### config.mk
export PLATFORM = sky130hd
export DESIGN_NAME = front_panel_ctrl_flat
export DESIGN_NICKNAME = d
export VERILOG_FILES = /design/src/rtl/front_panel_ctrl_if.sv /design/src/rtl/front_panel_ctrl.sv /design/src/flat_wrapper.sv
export SDC_FILE = /design/constraint.sdc
export NUM_CORES = 1
export LEC_CHECK = 0
export CORE_ASPECT_RATIO = 0.5
export CORE_UTILIZATION = 58
export DETAILED_ROUTE_END_ITERATION = 7
export GPL_TIMING_DRIVEN = 0
export PLACE_DENSITY = 0.87
export REMOVE_ABC_BUFFERS = 1
export SETUP_SLACK_MARGIN = 0.5
export SLEW_MARGIN = 10
export SYNTH_ARGS = -nofsm -noshare
export SYNTH_HDL_FRONTEND = slang
export SYNTH_SLANG_ARGS = --single-unit
### constraint.sdc
create_clock -name clock -period 5.7 [get_ports clock]
set_input_delay 0.855 -clock clock [delete_from_list [all_inputs] [get_ports clock]]
set_output_delay 0.855 -clock clock [all_outputs]
set_load 0.03 [all_outputs]
### src/rtl/front_panel_ctrl_if.sv
// front_panel_ctrl_if: board-side front-panel signal bundle.
// master drives switches/buttons/display data, slave is the controller.
interface front_panel_ctrl_if #(
  parameter int NUM_BTN    = 5,
  parameter int NUM_DIGITS = 4,
  parameter int DIGIT_BITS = 3,
  parameter int NUM_SEL    = 4
);
  localparam int SELW = (NUM_SEL > 1) ? $clog2(NUM_SEL) : 1;

  logic [NUM_BTN-1:0]               btn_raw;
  logic                             run_sw;
  logic                             halt;
  logic [NUM_DIGITS*DIGIT_BITS-1:0] disp_val;
  logic [NUM_DIGITS-1:0]            dp_mask;

  logic [NUM_BTN-1:0]    btn_pulse;
  logic [NUM_BTN-1:0]    btn_level;
  logic                  run;
  logic [SELW-1:0]       disp_sel;
  logic [NUM_DIGITS-1:0] an;
  logic [6:0]            seg;
  logic                  dp;

  modport master (
    output btn_raw, run_sw, halt, disp_val, dp_mask,
    input  btn_pulse, btn_level, run, disp_sel, an, seg, dp
  );

  modport slave (
    input  btn_raw, run_sw, halt, disp_val, dp_mask,
    output btn_pulse, btn_level, run, disp_sel, an, seg, dp
  );
endinterface

### src/rtl/front_panel_ctrl.sv
// front_panel_ctrl: debounced buttons with repeat, run latch,
// display-select register and multiplexed 7-segment scan.
module front_panel_ctrl #(
  parameter int NUM_BTN       = 5,
  parameter int DEB_CYCLES    = 5,
  parameter int REPEAT_CYCLES = 0,
  parameter int NUM_DIGITS    = 4,
  parameter int DIGIT_BITS    = 3,
  parameter int SCAN_DIV      = 2**18,
  parameter int NUM_SEL       = 4,
  parameter int DISP_BTN      = 4
) (
  input  logic              clock,
  input  logic              resetN,
  front_panel_ctrl_if.slave bus
);
  localparam int NCH  = NUM_BTN + 1;
  localparam int DEBW = $clog2(DEB_CYCLES + 1);
  localparam int REPW =
    (REPEAT_CYCLES > 1) ? $clog2(REPEAT_CYCLES) : 1;
  localparam int SELW = (NUM_SEL > 1) ? $clog2(NUM_SEL) : 1;
  localparam int DIGW =
    (NUM_DIGITS > 1) ? $clog2(NUM_DIGITS) : 1;
  localparam int CNTW = (SCAN_DIV > 1) ? $clog2(SCAN_DIV) : 1;

  logic [NCH-1:0]        s1_q, s2_q, stb_q, stb_d;
  logic [DEBW-1:0]       deb_q [NCH];
  logic [DEBW-1:0]       deb_d [NCH];
  logic [REPW-1:0]       rep_q [NUM_BTN];
  logic [REPW-1:0]       rep_d [NUM_BTN];
  logic [NUM_BTN-1:0]    pulse_q, pulse_d;
  logic                  run_q, run_d;
  logic [SELW-1:0]       sel_q, sel_d;
  logic [CNTW-1:0]       cnt_q, cnt_d;
  logic [DIGW-1:0]       dig_q, dig_d;
  logic [NUM_DIGITS-1:0] an_q, an_d;
  logic [6:0]            seg_q, seg_d;
  logic                  dp_q, dp_d;
  logic [3:0]            nib;

  function automatic logic [6:0] seg_of(input logic [3:0] v);
    logic [6:0] s;
    unique case (v)
      4'h0: s = 7'h40;
      4'h1: s = 7'h79;
      4'h2: s = 7'h24;
      4'h3: s = 7'h30;
      4'h4: s = 7'h19;
      4'h5: s = 7'h12;
      4'h6: s = 7'h02;
      4'h7: s = 7'h78;
      4'h8: s = 7'h00;
      4'h9: s = 7'h10;
      4'ha: s = 7'h08;
      4'hb: s = 7'h03;
      4'hc: s = 7'h46;
      4'hd: s = 7'h21;
      4'he: s = 7'h06;
      default: s = 7'h0e;
    endcase
    return s;
  endfunction

  // channel NUM_BTN is the run switch, debounced like a button
  always_comb begin
    stb_d = stb_q;
    for (int i = 0; i < NCH; i++) begin
      deb_d[i] = '0;
      if (s2_q[i] != stb_q[i]) begin
        if (deb_q[i] == DEBW'(DEB_CYCLES - 1))
          stb_d[i] = s2_q[i];
        else
          deb_d[i] = deb_q[i] + 1'b1;
      end
    end
  end

  always_comb begin
    for (int i = 0; i < NUM_BTN; i++) begin
      pulse_d[i] = stb_d[i] & ~stb_q[i];
      rep_d[i]   = '0;
      if (REPEAT_CYCLES > 0 && stb_q[i] && stb_d[i]) begin
        if (rep_q[i] == REPW'(REPEAT_CYCLES - 1))
          pulse_d[i] = 1'b1;
        else
          rep_d[i] = rep_q[i] + 1'b1;
      end
    end
  end

  always_comb begin
    run_d = run_q;
    if (stb_d[NUM_BTN] && !stb_q[NUM_BTN]) run_d = 1'b1;
    if (!stb_d[NUM_BTN]) run_d = 1'b0;
    if (bus.halt) run_d = 1'b0;

    sel_d = sel_q;
    if (pulse_q[DISP_BTN])
      sel_d = (sel_q == SELW'(NUM_SEL - 1)) ? '0
                                            : sel_q + 1'b1;

    cnt_d = cnt_q + 1'b1;
    dig_d = dig_q;
    if (cnt_q == CNTW'(SCAN_DIV - 1)) begin
      cnt_d = '0;
      dig_d = (dig_q == DIGW'(NUM_DIGITS - 1)) ? '0
                                               : dig_q + 1'b1;
    end

    // display outputs follow the next digit so they move together
    an_d  = ~(NUM_DIGITS'(1) << dig_d);
    nib   = 4'(bus.disp_val[dig_d*DIGIT_BITS +: DIGIT_BITS]);
    seg_d = seg_of(nib);
    dp_d  = ~bus.dp_mask[dig_d];
  end

  always_ff @(posedge clock or negedge resetN) begin
    if (!resetN) begin
      s1_q    <= '0;
      s2_q    <= '0;
      stb_q   <= '0;
      for (int i = 0; i < NCH; i++) deb_q[i] <= '0;
      for (int i = 0; i < NUM_BTN; i++) rep_q[i] <= '0;
      pulse_q <= '0;
      run_q   <= 1'b0;
      sel_q   <= '0;
      cnt_q   <= '0;
      dig_q   <= '0;
      an_q    <= ~NUM_DIGITS'(1);
      seg_q   <= 7'h7f;
      dp_q    <= 1'b1;
    end else begin
      s1_q    <= {bus.run_sw, bus.btn_raw};
      s2_q    <= s1_q;
      stb_q   <= stb_d;
      deb_q   <= deb_d;
      rep_q   <= rep_d;
      pulse_q <= pulse_d;
      run_q   <= run_d;
      sel_q   <= sel_d;
      cnt_q   <= cnt_d;
      dig_q   <= dig_d;
      an_q    <= an_d;
      seg_q   <= seg_d;
      dp_q    <= dp_d;
    end
  end

  assign bus.btn_pulse = pulse_q;
  assign bus.btn_level = stb_q[NUM_BTN-1:0];
  assign bus.run       = run_q;
  assign bus.disp_sel  = sel_q;
  assign bus.an        = an_q;
  assign bus.seg       = seg_q;
  assign bus.dp        = dp_q;
endmodule

### src/flat_wrapper.sv
// flat-port wrapper written by rule: the top's interface ports become plain ports
module front_panel_ctrl_flat 
#(
  parameter int NUM_BTN       = 5,
  parameter int DEB_CYCLES    = 5,
  parameter int REPEAT_CYCLES = 0,
  parameter int NUM_DIGITS    = 4,
  parameter int DIGIT_BITS    = 3,
  parameter int SCAN_DIV      = 2**18,
  parameter int NUM_SEL       = 4,
  parameter int DISP_BTN      = 4
)
  (clock, resetN, bus_btn_raw, bus_run_sw, bus_halt, bus_disp_val, bus_dp_mask, bus_btn_pulse, bus_btn_level, bus_run, bus_disp_sel, bus_an, bus_seg, bus_dp);
  front_panel_ctrl_if #(.NUM_BTN(NUM_BTN), .NUM_DIGITS(NUM_DIGITS), .DIGIT_BITS(DIGIT_BITS), .NUM_SEL(NUM_SEL)) bus_i ();
  input  logic clock;
  input  logic resetN;
  input wire logic [$bits(bus_i.btn_raw)-1:0] bus_btn_raw;
  input wire logic [$bits(bus_i.run_sw)-1:0] bus_run_sw;
  input wire logic [$bits(bus_i.halt)-1:0] bus_halt;
  input wire logic [$bits(bus_i.disp_val)-1:0] bus_disp_val;
  input wire logic [$bits(bus_i.dp_mask)-1:0] bus_dp_mask;
  output wire logic [$bits(bus_i.btn_pulse)-1:0] bus_btn_pulse;
  output wire logic [$bits(bus_i.btn_level)-1:0] bus_btn_level;
  output wire logic [$bits(bus_i.run)-1:0] bus_run;
  output wire logic [$bits(bus_i.disp_sel)-1:0] bus_disp_sel;
  output wire logic [$bits(bus_i.an)-1:0] bus_an;
  output wire logic [$bits(bus_i.seg)-1:0] bus_seg;
  output wire logic [$bits(bus_i.dp)-1:0] bus_dp;
  assign bus_i.btn_raw = bus_btn_raw;
  assign bus_i.run_sw = bus_run_sw;
  assign bus_i.halt = bus_halt;
  assign bus_i.disp_val = bus_disp_val;
  assign bus_i.dp_mask = bus_dp_mask;
  assign bus_btn_pulse = bus_i.btn_pulse;
  assign bus_btn_level = bus_i.btn_level;
  assign bus_run = bus_i.run;
  assign bus_disp_sel = bus_i.disp_sel;
  assign bus_an = bus_i.an;
  assign bus_seg = bus_i.seg;
  assign bus_dp = bus_i.dp;
  front_panel_ctrl #(.NUM_BTN(NUM_BTN), .DEB_CYCLES(DEB_CYCLES), .REPEAT_CYCLES(REPEAT_CYCLES), .NUM_DIGITS(NUM_DIGITS), .DIGIT_BITS(DIGIT_BITS), .SCAN_DIV(SCAN_DIV), .NUM_SEL(NUM_SEL), .DISP_BTN(DISP_BTN)) u_core (.clock(clock), .resetN(resetN), .bus(bus_i));
endmodule
==> impl_results.md, run 1 <==
* Grt ovf at 0
* Number of top-level pins at 50
* Area of the multi-input gates at 1320 µm²
* Post-synth top cells: 65 x dfrtp_1, 23 x nor2_1, 21 x inv_1
* CP max stage delay at 0.45 ns
* Crit path max-delay family: simple AND/OR/NAND/NOR gates
* TritonCTS clock tree: yes
* Initial core utilization at 0.611
* Worst-path clk slew at 0.06 ns
* First-pass GRT wire length at 11.1 mm
* Antenna cells at 0
* Drc violations at 0
* Routed len/inst at 15.3 µm
* Final RePlAce weighted congestion at 0.788
* Setup crit start kind: flop
* Syn Std Cell Area at 3400 µm²
* Arrival @ worst endpoint at 3.48 ns
* Async SR Flop Fraction at 1.00
* Final setup fails at 0
* Worst Path Max Fanout at 15
* WHS at 0.348 ns
* CP Cell Sequence: ha_1 -> nand4_1 -> nor3_1 -> and2_4 -> mux2i_4 -> o2111ai_1 -> nand2_1 -> inv_1 -> ha_1 -> nor3_1 -> a41o_1
* Leakage at 1.86 nW
* Syn_area_per_cell at 11.7 µm²
* Worst-margin pin slew at 0.736 ns
* Ys flop type: dfrtp_1
* Worst setup EP type: flop
* Tcrit/Tclk final at 0.561
* Syn Inst Count at 290
* Status: finished clean
* # Post-CTS Setup Buffers at 0
* Synth Register Bits at 76
* Share of cells above drive strength 1 at 0.144
* Drt via density at 5.50
* Most frequent cell after synthesis: dfrtp_1
* Seq/Total Area, Yosys at 0.564
* Hpwl dp at 4.44 mm
* # hold bufs at CTS at 0
* CTS Sinks at 76
* Relative slew slack at 0.502
* Port bufs at 49
* Cts bufs inserted at 9
* Placed cell area at 3930 µm²
* Post-synth EDFFs at 0
* Setup TNS at 0 ns
* Area Overhead vs Synth at 24.4%
* Largest net degree at the start of global routing at 63
* Yosys cell types at 50
* Die Wd at 110 µm
* Fillers at 366
* Total power at 1.58 mW
* CORE AREA at 5560 µm²
* Kind of critical path: reg2reg
* Total GRT Usage at 0.243
* RSZ-0062 raised after global routing: false
* Max H-tree Level at 3
* Crit path time final at 3.20 ns
* Die area at 6190 µm²
* Post-layout util at 0.760
* Clk root buf: clkbuf_16
* Type of the tightest min-delay check: reg2reg
* Max Cap Violations at 0
* Yosys warnings at 0
* Max Clock Skew at 0.00415 ns
* Worst vdd ir at 0.213 mV
* CP Data Required Time at 5.98 ns
* Final hold vios at 0
* Critical path's slowest cell: mux2i_4
* Num rows at 19
* Die Span Y at 56.1 µm
* Vias in the first global route at 2,502
* CTS Buffer Depth at 2
* Final ANT Viol Nets at 0
* Antenna violations before repair at 0
* Leading post-synthesis cells by cell area: dfrtp_1 48%, dfstp_2 8.5%, ha_1 5.9%
* WL final at 6.42 mm
* Synth area leader: dfrtp_1
* Fin area at 4230 µm²
* Final net count at 383
* Pins over their slew limit at 0
* Storage cell area at 1920 µm²
* Drt pass-1 iters at 4
* Post-synth top area share at 0.479
* PostCTS Resize Cnt at 0
* Power per Cell Area at 374 nW/µm²
* Max frequency at 313 MHz
* Routed via count at 2,309
* Buf/Inv on CP at 1
* DR iter-0 viols at 57
* Clk Latency, worst-skew pair at 0.33 ns
==> where the power goes <==
group | internal (mW) | switching, mW | leakage [nW]
Sequential | 0.621 | 0.0623 | 0.956
Clock | 0.337 | 0.211 | 0.131
Combinational | 0.168 | 0.182 | 0.778
Total | 1.13 | 0.455 | 1.86
==> stage by stage <==
stage,instances,setup WS (ns)
floorplan,281,3.06
global placement,403,1.43
detailed placement,404,2.56
CTS,420,2.52
global route,420,2.26
finish,420,2.50
==> state kept, by name (all words and copies together), names as in the netlist <==
signal                count
u_core.cnt_q             18
u_core.bus.an             4
u_core.bus.run            1
u_core.bus.dp             1
u_core.bus.disp_sel       2
u_core.bus.btn_pulse      5
u_core.dig_q              2
u_core.bus.seg            7
u_core.deb_q             18
u_core.stb_q              6
u_core.s2_q               6
u_core.s1_q               6
==> cells by family (layout without fill, tap and decap cells) <==
family | after synthesis | count (layout) | synth area share
muxes | 16 | 16 | 0.0538
and+or+nand+nor | 103 | 103 | 0.164
AOI/OAI and AO/OA | 29 | 29 | 0.0648
adders and majority gates | 16 | 16 | 0.0589
buffers and inverters | 32 | 89 | 0.0482
xor gates and xnor gates | 18 | 18 | 0.0464
DFF | 76 | 76 | 0.564
==> routing by layer <==
layer | vias to the layer above | track usage | share of wire
met2 | 51 | 0.423 | 0.54
met1 | 1163 | 0.270 | 0.40
met5 | - | 0 | 0
li1 | 1085 | - | -
met4 | 0 | 0.0977 | 0.015
met3 | 10 | 0.0855 | 0.045
==> final timing paths <==
check,from,to,cells after the start,slack (ns)
max,u_core.cnt_q[0]$_DFF_PN0_,u_core.bus.seg[3]$_DFF_PN1_,11,2.50
min,u_core.s1_q[2]$_DFF_PN0_,u_core.s2_q[2]$_DFF_PN0_,0,0.35
max reg2reg,u_core.cnt_q[0]$_DFF_PN0_,u_core.bus.seg[3]$_DFF_PN1_,11,2.50
min reg2reg,u_core.s1_q[2]$_DFF_PN0_,u_core.s2_q[2]$_DFF_PN0_,0,0.35
max in group asynchronous,resetN,u_core.bus.an[1]$_DFF_PN1_,2,4.73
min in group asynchronous,resetN,u_core.bus.run$_DFFE_PN0P_,1,0.37
==> layout by cell type (no fill, tap or decap), types with 2 or more instances in the layout <==
cell             count
inv_1               21
ha_1                16
o2111ai_1            2
nor3b_1             10
o21a_1               2
clkinvlp_4           4
clkdlybuf4s50_1     48
nor2_1              23
and3_1               6
dfstp_2             11
clkbuf_16            9
o21ai_0              5
or3_1                2
dfrtp_1             65
and3b_1              2
nand4_1              4
a21oi_1              9
xor2_1               5
xnor2_1             13
nand2_1             19
mux2_2               8
or2_2                2
mux2i_1              7
nand3_1             15
nor3_1               5
and4_4               2
nor2b_1              5
and2_1               2
==> area by class of cell <==
class / instances / area share
clock inverters: 6 / 0.0154
flip-flops and latches: 76 / 0.453
repair buffers: 50 / 0.122
clock buffers: 10 / 0.0542
well taps: 73 / 0.0216
inverters: 23 / 0.0216
multi-input cells: 182 / 0.312
Note: power is estimated with default switching activity, not from simulation.
==> run 2, diff against run 1 <==
- CORE_UTILIZATION: 58 -> 49
- PLACE_DENSITY: 0.87 -> 0.78
- clock period: 5.7 -> 2.55 ns (I/O delays scaled with it)
==> impl_results.md, run 2 (synthesis results as in run 1) <==
* Kind of critical path: reg2reg
* Drt via density at 5.24 (-4.7%)
* CTS Buffer Depth at 2 (unchanged)
* First-pass GRT wire length at 11.7 mm (+5.5%)
* Setup slack after layout at -0.0562 ns (-2.56 ns)
* Final setup fails at 5 (+5)
* Max Cap Violations at 0 (unchanged)
* Max H-tree Level at 3 (unchanged)
* Crit path time final at 2.61 ns (-0.593 ns)
* Max Clock Skew at 0.00421 ns (+0.0000576 ns)
* Pins over their slew limit at 0 (unchanged)
* Die Span Y at 60.9 µm (+8.5%)
* RR Endpoint: u_core.bus.seg[3]$_DFF_PN1_
* Worst Setup SP: u_core.cnt_q[0]$_DFF_PN0_
* Drc violations at 0 (unchanged)
* Finished Layout Cells at 477 (+14%)
* Routed via count at 2,499 (+8.2%)
* WL final at 7.89 mm (+23%)
* Relative slew slack at 0.691 (+0.189)
* CTS Sinks at 76 (unchanged)
* Clk Latency, worst-skew pair at 0.34 ns (about the same)
* Fillers at 437 (+19%)
* Num rows at 21 (+2)
* Port bufs at 49 (unchanged)
* Worst vdd ir at 0.388 mV (+82%)
* Tcrit/Tclk final at 1.02 (+0.461)
* Placed cell area at 3960 µm² (+0.60%)
* Clk root buf: clkbuf_16
* Worst-margin pin slew at 0.463 ns (-0.273 ns)
* Failing checks: setup timing
* Vias in the first global route at 2,566 (+2.6%)
* Routed len/inst at 16.5 µm (+8.2%)
* Post-place setup slack at -0.514 ns (-3.07 ns)
* Share of cells above drive strength 1 at 0.309 (+0.165)
* WHS at 0.353 ns (+0.00425 ns)
* Drt pass-1 iters at 4 (unchanged)
* Antenna violations before repair at 0 (unchanged)
* Final ANT Viol Nets at 0 (unchanged)
* Worst setup EP type: flop
* Post-layout util at 0.721 (-0.0390)
* Total GRT Usage at 0.214 (-0.0284)
* Antenna cells at 0 (unchanged)
* Cells after DPL at 423 (+4.7%)
* CP Data Required Time at 2.83 ns (-3.15 ns)
* Setup crit start kind: flop
* Initial core utilization at 0.507 (-0.104)
* CP endpoint: u_core.bus.seg[3]$_DFF_PN1_
* Largest net degree at the start of global routing at 66 (+4.8%)
* TritonCTS clock tree: yes
* Arrival @ worst endpoint at 2.88 ns (-0.60 ns)
* Number of top-level pins at 50 (unchanged)
* Reg-to-reg setup timing slack at -0.06 ns (-2.56 ns)
* Cts bufs inserted at 9 (unchanged)
* DR iter-0 viols at 105 (+84%)
* Worst R2R Start: u_core.cnt_q[0]$_DFF_PN0_
* Area Overhead vs Synth at 42.1%
* R2r worst-path depth at 10 (-1)
* Type of the tightest min-delay check: reg2reg
* Power per Cell Area at 745 nW/µm² (+99%)
* Final hold vios at 0 (unchanged)
* Die Wd at 120 µm (+8.6%)
* Grt ovf at 0 (unchanged)
* Most frequent cells in the layout: 63 x dfrtp_1, 48 x clkdlybuf4s50_1, 30 x buf_4
* Leakage at 2.10 nW (+13%)
* Worst-path clk slew at 0.06 ns (about the same)
* CORE AREA at 6700 µm² (+20%)
* RSZ-0062 raised after global routing: true
* Final RePlAce weighted congestion at 0.752 (-4.6%)
* Max frequency at 384 MHz (+23%)
* Final net count at 421 (+9.9%)
* Fin area at 4830 µm² (+14%)
* Status: complete, but fails checks
* Most common cell after layout, fill and taps aside: dfrtp_1
* Hpwl dp at 4.34 mm (-2.3%)
* Worst Path Max Fanout at 6 (-9)
* Die area at 7290 µm² (+18%)
run 2: worst min-delay path by stage:
| stage | start | end | slack, ns | cells after the start |
|---|---|---|---|---|
| after floorplan | resetN | u_core.bus.an[0]$_DFF_PN0_ | 0.09 | 0 |
| after global placement | u_core.s1_q[0]$_DFF_PN0_ | u_core.s2_q[0]$_DFF_PN0_ | 0.33 | 0 |
| after detailed placement | resetN | u_core.deb_q[0]$_DFF_PN0_ | 0.24 | 1 |
| after CTS | u_core.s1_q[1]$_DFF_PN0_ | u_core.s2_q[1]$_DFF_PN0_ | 0.35 | 0 |
| after global routing | u_core.s1_q[1]$_DFF_PN0_ | u_core.s2_q[1]$_DFF_PN0_ | 0.36 | 0 |
| final | u_core.s1_q[1]$_DFF_PN0_ | u_core.s2_q[1]$_DFF_PN0_ | 0.35 | 0 |
run 2: metal layers:
layer,global-route usage,vias up,wire (µm)
met4,0.143,0,308
met3,0.0564,29,299
met5,0,-,0
li1,-,1176,-
met1,0.226,1220,3100
met2,0.397,74,4180
run 2: stage by stage:
step           setup TNS, ns  power [mW]
3_5_place_dp           -2.05        2.32
5_1_grt               -0.389        3.78
6_report              -0.155        3.60
2_1_floorplan        -0.0923        2.02
3_3_place_gp          -91.93        2.25
4_1_cts                    0        3.61
run 2: area by class of cell:
class | instances | area, µm² | area share
clock buffers | 10 | 229 | 0.0474
clock inverters | 6 | 65.1 | 0.0135
inverters | 23 | 96.3 | 0.0199
multi-input cells | 182 | 1560 | 0.322
flip-flops and latches | 76 | 1920 | 0.397
well taps | 92 | 115 | 0.0238
repair buffers | 88 | 851 | 0.176
run 2: report_power, final:
group	total, mW	switching (mW)	internal, mW	leakage [nW]
clock network	1.25	0.494	0.757	0.142
logic	0.824	0.424	0.400	1.01
registers	1.52	0.134	1.39	0.953
run 2: critical path, stage by stage (launching register included):
cell and delay [ns]:
dfrtp_1 0.40, ha_4 0.17, nand4_1 0.16, nor3_2 0.27, buf_4 0.17, buf_6 0.09, nor4b_4 0.36, nor2_4 0.12
a211oi_4 0.39, or2_4 0.25, a41o_1 0.18
run 2: timing repair:
item	in CTS	in global routing
hold buffers	1	0
gates resized for setup	26	35
setup endpoints to repair	13	12
pin swaps	13	21
endpoints found under the hold margin	11	0
buffers inserted	17	20
